--- config.mk ---
export PLATFORM = sky130hd
export DESIGN_NAME = pipe_hazard_ctrl_flat
export DESIGN_NICKNAME = d
export VERILOG_FILES = /design/src/rtl/pipe_hazard_ctrl_if.sv /design/src/rtl/pipe_hazard_ctrl.sv /design/src/flat_wrapper.sv
export SDC_FILE = /design/constraint.sdc
export NUM_CORES = 1
export LEC_CHECK = 0
export ABC_AREA = 1
export ABC_CLOCK_PERIOD_IN_PS = 4760
export CORE_MARGIN = 4
export CORE_UTILIZATION = 50
export DETAILED_ROUTE_END_ITERATION = 10
export PLACE_DENSITY = 0.83
export SETUP_SLACK_MARGIN = 0.02
export SLEW_MARGIN = 20
export SYNTH_ARGS = -nofsm -noshare
export SYNTH_HDL_FRONTEND = slang
export SYNTH_SLANG_ARGS = --single-unit
--- constraint.sdc ---
create_clock -name clk -period 4.76 [get_ports clk]
set_input_delay 1.19 -clock clk [delete_from_list [all_inputs] [get_ports clk]]
set_output_delay 1.19 -clock clk [all_outputs]
set_load 0.03 [all_outputs]
--- src/rtl/pipe_hazard_ctrl_if.sv ---
// pipe_hazard_ctrl_if
// Groups every signal exchanged between the pipeline datapath and the
// hazard controller. clk and reset stay plain ports on the controller.
//   master : the pipeline side; drives D/E/M stage info, samples the controls
//   slave  : the hazard controller; samples stage info, drives the controls
// Stage info : rs_D, rt_D, tuse_rs_D, tuse_rt_D, wreg_E, wreg_M, tnew_E,
//              tnew_M, md_start_E, md_div_E, md_use_D
// Controls   : en_F, en_D, flush_E, md_busy, md_cnt, stall_cnt
interface pipe_hazard_ctrl_if #(
    parameter int CNT_W = 16
);
    logic [4:0]       rs_D;
    logic [4:0]       rt_D;
    logic [1:0]       tuse_rs_D;
    logic [1:0]       tuse_rt_D;
    logic [4:0]       wreg_E;
    logic [4:0]       wreg_M;
    logic [1:0]       tnew_E;
    logic [1:0]       tnew_M;
    logic             md_start_E;
    logic             md_div_E;
    logic             md_use_D;
    logic             en_F;
    logic             en_D;
    logic             flush_E;
    logic             md_busy;
    logic [3:0]       md_cnt;
    logic [CNT_W-1:0] stall_cnt;

    modport master (
        output rs_D, rt_D, tuse_rs_D, tuse_rt_D, wreg_E, wreg_M,
               tnew_E, tnew_M, md_start_E, md_div_E, md_use_D,
        input  en_F, en_D, flush_E, md_busy, md_cnt, stall_cnt
    );

    modport slave (
        input  rs_D, rt_D, tuse_rs_D, tuse_rt_D, wreg_E, wreg_M,
               tnew_E, tnew_M, md_start_E, md_div_E, md_use_D,
        output en_F, en_D, flush_E, md_busy, md_cnt, stall_cnt
    );
endinterface

--- src/rtl/pipe_hazard_ctrl.sv ---
// pipe_hazard_ctrl
// Stall/flush controller for a 5-stage pipeline. Compares the D-stage source
// registers against E/M destinations using Tuse/Tnew timing, and tracks the
// occupancy of the multi-cycle mult/div unit with a down-counter.
// Ports:
//   clk   : single clock, rising edge
//   reset : asynchronous, active-low; clears md_cnt and stall_cnt
//   hz    : pipe_hazard_ctrl_if.slave (stage info in, stall controls out)
// State is only the mult/div busy counter and the saturating stall counter;
// all control outputs are combinational from the inputs and md_cnt.
module pipe_hazard_ctrl #(
    parameter int MULT_CYC = 5,
    parameter int DIV_CYC  = 10,
    parameter int CNT_W    = 16
) (
    input  logic               clk,
    input  logic               reset,
    pipe_hazard_ctrl_if.slave  hz
);

    localparam logic [3:0]       MULT_LD = 4'(MULT_CYC);
    localparam logic [3:0]       DIV_LD  = 4'(DIV_CYC);
    localparam logic [CNT_W-1:0] CNT_MAX = '1;
    localparam logic [CNT_W-1:0] CNT_ONE = CNT_W'(1);

    logic [3:0]       r_md_cnt;
    logic [CNT_W-1:0] r_stall_cnt;

    logic w_md_busy;
    logic w_hazard_rs;
    logic w_hazard_rt;
    logic w_hazard_md;
    logic w_stall;

    // busy is derived only from the registered count, so an op issuing in E
    // does not show up here until the following cycle
    assign w_md_busy = (r_md_cnt != 4'd0);

    // A hazard exists when the producer's result is not forwardable before
    // the consumer needs it (Tuse < Tnew). Register 0 is hard-wired, so it
    // never creates a dependency, even against a "no destination" of 0.
    assign w_hazard_rs = (hz.rs_D != 5'd0) &&
                         (((hz.rs_D == hz.wreg_E) && (hz.tuse_rs_D < hz.tnew_E)) ||
                          ((hz.rs_D == hz.wreg_M) && (hz.tuse_rs_D < hz.tnew_M)));

    assign w_hazard_rt = (hz.rt_D != 5'd0) &&
                         (((hz.rt_D == hz.wreg_E) && (hz.tuse_rt_D < hz.tnew_E)) ||
                          ((hz.rt_D == hz.wreg_M) && (hz.tuse_rt_D < hz.tnew_M)));

    // The issue cycle counts as occupied even though busy is still low.
    assign w_hazard_md = hz.md_use_D && (w_md_busy || hz.md_start_E);

    assign w_stall = w_hazard_rs || w_hazard_rt || w_hazard_md;

    assign hz.en_F      = !w_stall;
    assign hz.en_D      = !w_stall;
    assign hz.flush_E   = w_stall;
    assign hz.md_busy   = w_md_busy;
    assign hz.md_cnt    = r_md_cnt;
    assign hz.stall_cnt = r_stall_cnt;

    // A new issue always reloads, discarding any count still in progress.
    always_ff @(posedge clk or negedge reset) begin
        if (!reset) begin
            r_md_cnt <= 4'd0;
        end else if (hz.md_start_E) begin
            r_md_cnt <= hz.md_div_E ? DIV_LD : MULT_LD;
        end else if (r_md_cnt != 4'd0) begin
            r_md_cnt <= r_md_cnt - 4'd1;
        end
    end

    always_ff @(posedge clk or negedge reset) begin
        if (!reset) begin
            r_stall_cnt <= '0;
        end else if (w_stall && (r_stall_cnt != CNT_MAX)) begin
            r_stall_cnt <= r_stall_cnt + CNT_ONE;
        end
    end

endmodule
--- src/flat_wrapper.sv ---
// flat-port wrapper written by rule: the top's interface ports become plain ports
module pipe_hazard_ctrl_flat 
#(
    parameter int MULT_CYC = 5,
    parameter int DIV_CYC  = 10,
    parameter int CNT_W    = 16
)
  (clk, reset, hz_rs_D, hz_rt_D, hz_tuse_rs_D, hz_tuse_rt_D, hz_wreg_E, hz_wreg_M, hz_tnew_E, hz_tnew_M, hz_md_start_E, hz_md_div_E, hz_md_use_D, hz_en_F, hz_en_D, hz_flush_E, hz_md_busy, hz_md_cnt, hz_stall_cnt);
  pipe_hazard_ctrl_if #(.CNT_W(CNT_W)) hz_i ();
  input  logic clk;
  input  logic reset;
  input wire logic [$bits(hz_i.rs_D)-1:0] hz_rs_D;
  input wire logic [$bits(hz_i.rt_D)-1:0] hz_rt_D;
  input wire logic [$bits(hz_i.tuse_rs_D)-1:0] hz_tuse_rs_D;
  input wire logic [$bits(hz_i.tuse_rt_D)-1:0] hz_tuse_rt_D;
  input wire logic [$bits(hz_i.wreg_E)-1:0] hz_wreg_E;
  input wire logic [$bits(hz_i.wreg_M)-1:0] hz_wreg_M;
  input wire logic [$bits(hz_i.tnew_E)-1:0] hz_tnew_E;
  input wire logic [$bits(hz_i.tnew_M)-1:0] hz_tnew_M;
  input wire logic [$bits(hz_i.md_start_E)-1:0] hz_md_start_E;
  input wire logic [$bits(hz_i.md_div_E)-1:0] hz_md_div_E;
  input wire logic [$bits(hz_i.md_use_D)-1:0] hz_md_use_D;
  output wire logic [$bits(hz_i.en_F)-1:0] hz_en_F;
  output wire logic [$bits(hz_i.en_D)-1:0] hz_en_D;
  output wire logic [$bits(hz_i.flush_E)-1:0] hz_flush_E;
  output wire logic [$bits(hz_i.md_busy)-1:0] hz_md_busy;
  output wire logic [$bits(hz_i.md_cnt)-1:0] hz_md_cnt;
  output wire logic [$bits(hz_i.stall_cnt)-1:0] hz_stall_cnt;
  assign hz_i.rs_D = hz_rs_D;
  assign hz_i.rt_D = hz_rt_D;
  assign hz_i.tuse_rs_D = hz_tuse_rs_D;
  assign hz_i.tuse_rt_D = hz_tuse_rt_D;
  assign hz_i.wreg_E = hz_wreg_E;
  assign hz_i.wreg_M = hz_wreg_M;
  assign hz_i.tnew_E = hz_tnew_E;
  assign hz_i.tnew_M = hz_tnew_M;
  assign hz_i.md_start_E = hz_md_start_E;
  assign hz_i.md_div_E = hz_md_div_E;
  assign hz_i.md_use_D = hz_md_use_D;
  assign hz_en_F = hz_i.en_F;
  assign hz_en_D = hz_i.en_D;
  assign hz_flush_E = hz_i.flush_E;
  assign hz_md_busy = hz_i.md_busy;
  assign hz_md_cnt = hz_i.md_cnt;
  assign hz_stall_cnt = hz_i.stall_cnt;
  pipe_hazard_ctrl #(.MULT_CYC(MULT_CYC), .DIV_CYC(DIV_CYC), .CNT_W(CNT_W)) u_core (.clk(clk), .reset(reset), .hz(hz_i));
endmodule
==> results.yml <==
worst_setup_path:
  worst-setup-path-type: "primary input to primary output"
  crit_path_end_kind: "primary output"
  crit_fanout: 3
  crit_required_ns: 3.57
  cp.arrival_ns: 3.24
  crit_path_start_kind: "primary input"
clock_tree:
  path_clk_slew_ns: 0.13
  cts_resized: 0
  cts_hold_buf: 0
  htree_levels: 1
  cts_buffers: 3
  ctsLongestPathBuffers: 2
  clk_latency_ns: 0.32
  root_buffer: "clkbuf_4"
  cts_tree: "yes"
  clock-sinks: 20
  post-cts-setup-buffers: 0
floorplanning:
  die_h_um: 66.8
  rows: 21
  io_pins: 57
  dieArea_um2: 4460
  initial_core_util_pct: 51.7
  die_x_um: 66.8
  core_um2: 3340
synthesis:
  seq_area_frac_synth_pct: 29.0
  yosysWarnings: 0
  async_flop_share_pct: 100
  netlist_area_um2: 1730
  synth_fp_nets: 299
  postSynthCellCount: 259
  ys_top_cells_by_area: "dfrtp_1 (29%), nand2_1 (20%), inv_1 (7.4%), nand3_1 (7.0%), ha_1 (5.1%)"
  ys.flop_type: "dfrtp_1"
  avgSynthCellArea_um2: 6.67
  yosysUniqueCellTypes: 27
  synth_top_area_share_pct: 29.0
  yosysTopAreaCell: "dfrtp_1"
  synth_edf_count: 0
  synth_seq_cells: 20
power_and_ir_drop:
  pwr-share-clk_pct: 21.7
  p_seq_share_pct: 35.2
  power_leakage_uw: 0.00116
  power_density_nw_per_um2: 279
  p_switching_uw: 252
  p_comb_share_pct: 43.1
  ir_worst_vdd_mv: 0.239
  swShare_pct: 38.2
  p_int_uw: 408
placement:
  dp_cells: 358
  gp_congestion: 0.870
  port_buffers: 56
  hpwl_um: 3480
global_route:
  grt_max_degree: 24
  grt_pass1_wl_um: 7340
  antenna_found_initial: 0
  grt_pass1_vias: 1706
  gr-usage-all-layers_pct: 21.3
  overflow: 0
route:
  vias: 1778
  dr.pass1.iters: 4
  routed_wl_um: 4400
  viasPerCell: 4.91
  first_iter_violations: 117
  ant_nets: 0
  wl_per_cell_um: 12.1
  drc: 0
sta:
  slew_viol_final: 0
  fmax_ghz: 0.226
  timing.setup.tns_ns: 0
  finClkSkew_ns: 0.0150
  rsz0062_at_grt: "no"
  fin_crit_ns: 4.43
  relSlewSlack_pct: 39.6
  finalSetupViolations: 0
  finalHoldViolations: 0
  fin_crit_sh_pct: 93.1
  worst_pin_slew_ns: 0.903
  holdWs_ns: 0.526
finish:
  area_growth_pct: 36.9
  diodes: 0
  instances_no_fill: 362
  drive_above_1_share_pct: 8.86
  utilization_pct: 70.8
  final_common_cell: "nand2_1"
  nets: 357
  mostFrequentLayoutCells: "nand2_1 (93), clkdlybuf4s50_1 (56), inv_1 (34)"
job:
  cap_viol_max_count: 0
hold_path:
  hp-class: "flop to flop"
run_status:
  status: "finished, final reports clean"
[per-layer routing]
metal	part of all wire (%)	GRT usage [%]	routed length, um	vias up
li1	-	-	-	913
met1	44	25.3	1930	816
met2	50	37.7	2190	45
met3	5.0	3.04	220	4
met4	1.3	8.88	59	0
met5	0	0	0	-
[critical path, cell delays in order]
cell	delay, ns
clkdlybuf4s50_1	0.46
inv_1	0.06
ha_1	0.28
inv_1	0.03
nor2_1	0.11
nor2_1	0.05
nand3_1	0.07
nand2_1	0.06
nand2_1	0.10
nand3_4	0.09
inv_1	0.08
clkdlybuf4s50_1	0.67
[synthesized netlist by cell type, types with 2 or more instances]
| library cell | number |
|---|---|
| inv_1 | 34 |
| inv_2 | 7 |
| nand2_2 | 2 |
| nor2_4 | 3 |
| nand3_1 | 24 |
| nand2_1 | 93 |
| nand3_2 | 3 |
| buf_6 | 3 |
| dfrtp_1 | 20 |
| nor2_2 | 4 |
| nor2_1 | 18 |
| a21oi_1 | 6 |
| o21ai_0 | 5 |
| xnor2_1 | 7 |
| nor3_1 | 5 |
| xor2_1 | 8 |
| ha_1 | 7 |
[cells by family (layout without fill, tap and decap cells)]
logic type,count (synthesis),count (layout),synth area share [%]
adder cells (fa/ha/maj),7,7,5.07
XOR/XNOR,15,15,7.61
AND/OR/NAND/NOR,158,158,42.5
buffers and inverters,45,102,11.3
AO/OA/AOI/OAI,14,14,4.49
flip-flops,20,20,29.0
[through the flow]
step                      total power [uW]  instance area, um2  setup WS, ns
after floorplan                        401                1730          1.01
after global placement                 514                2310         0.390
after detailed placement               520                2310         0.329
after CTS                              663                2360         0.325
after global routing                   700                2360         0.164
final                                  660                2360         0.330
[sequential cells by signal (all words and copies together) (netlist names)]
| signal | flops |
|---|---|
| u_core.hz.md_cnt | 4 |
| u_core.hz.stall_cnt | 16 |
[power groups by stage]
stage | sequential, uW | clock, uW | combinational [uW]
after floorplan | 284 | 0 | 117
final | 233 | 143 | 285
after CTS | 233 | 144 | 286
after global placement | 234 | 0 | 280
after detailed placement | 236 | 0 | 284
after global routing | 237 | 152 | 310
[final cells by class]
cell class,instances,area [um2]
Tap cell,46,57.6
Fill cell,305,973
Sequential cell,20,500
Timing Repair Buffer,57,568
Multi-Input combinational cell,194,1030
Clock buffer,3,22.5
Clock inverter,1,30.0
Inverter,41,154
[worst paths after layout]
path,startpoint,endpoint,slack (ns),cells past startpoint
worst max-delay path,hz_tnew_E[1],hz_en_D,0.33,12
worst min-delay path,u_core.hz.stall_cnt[15]$_DFFE_PN0P_,u_core.hz.stall_cnt[15]$_DFFE_PN0P_,0.53,2
worst max register to register,u_core.hz.md_cnt[0]$_DFFE_PN0N_,u_core.hz.stall_cnt[4]$_DFFE_PN0P_,2.90,11
worst min register to register,u_core.hz.stall_cnt[15]$_DFFE_PN0P_,u_core.hz.stall_cnt[15]$_DFFE_PN0P_,0.53,2
max in group asynchronous,reset,u_core.hz.md_cnt[2]$_DFFE_PN0N_,2.83,1
min in group asynchronous,reset,u_core.hz.stall_cnt[11]$_DFFE_PN0P_,1.36,1
Power figures use the tool's default switching activity.
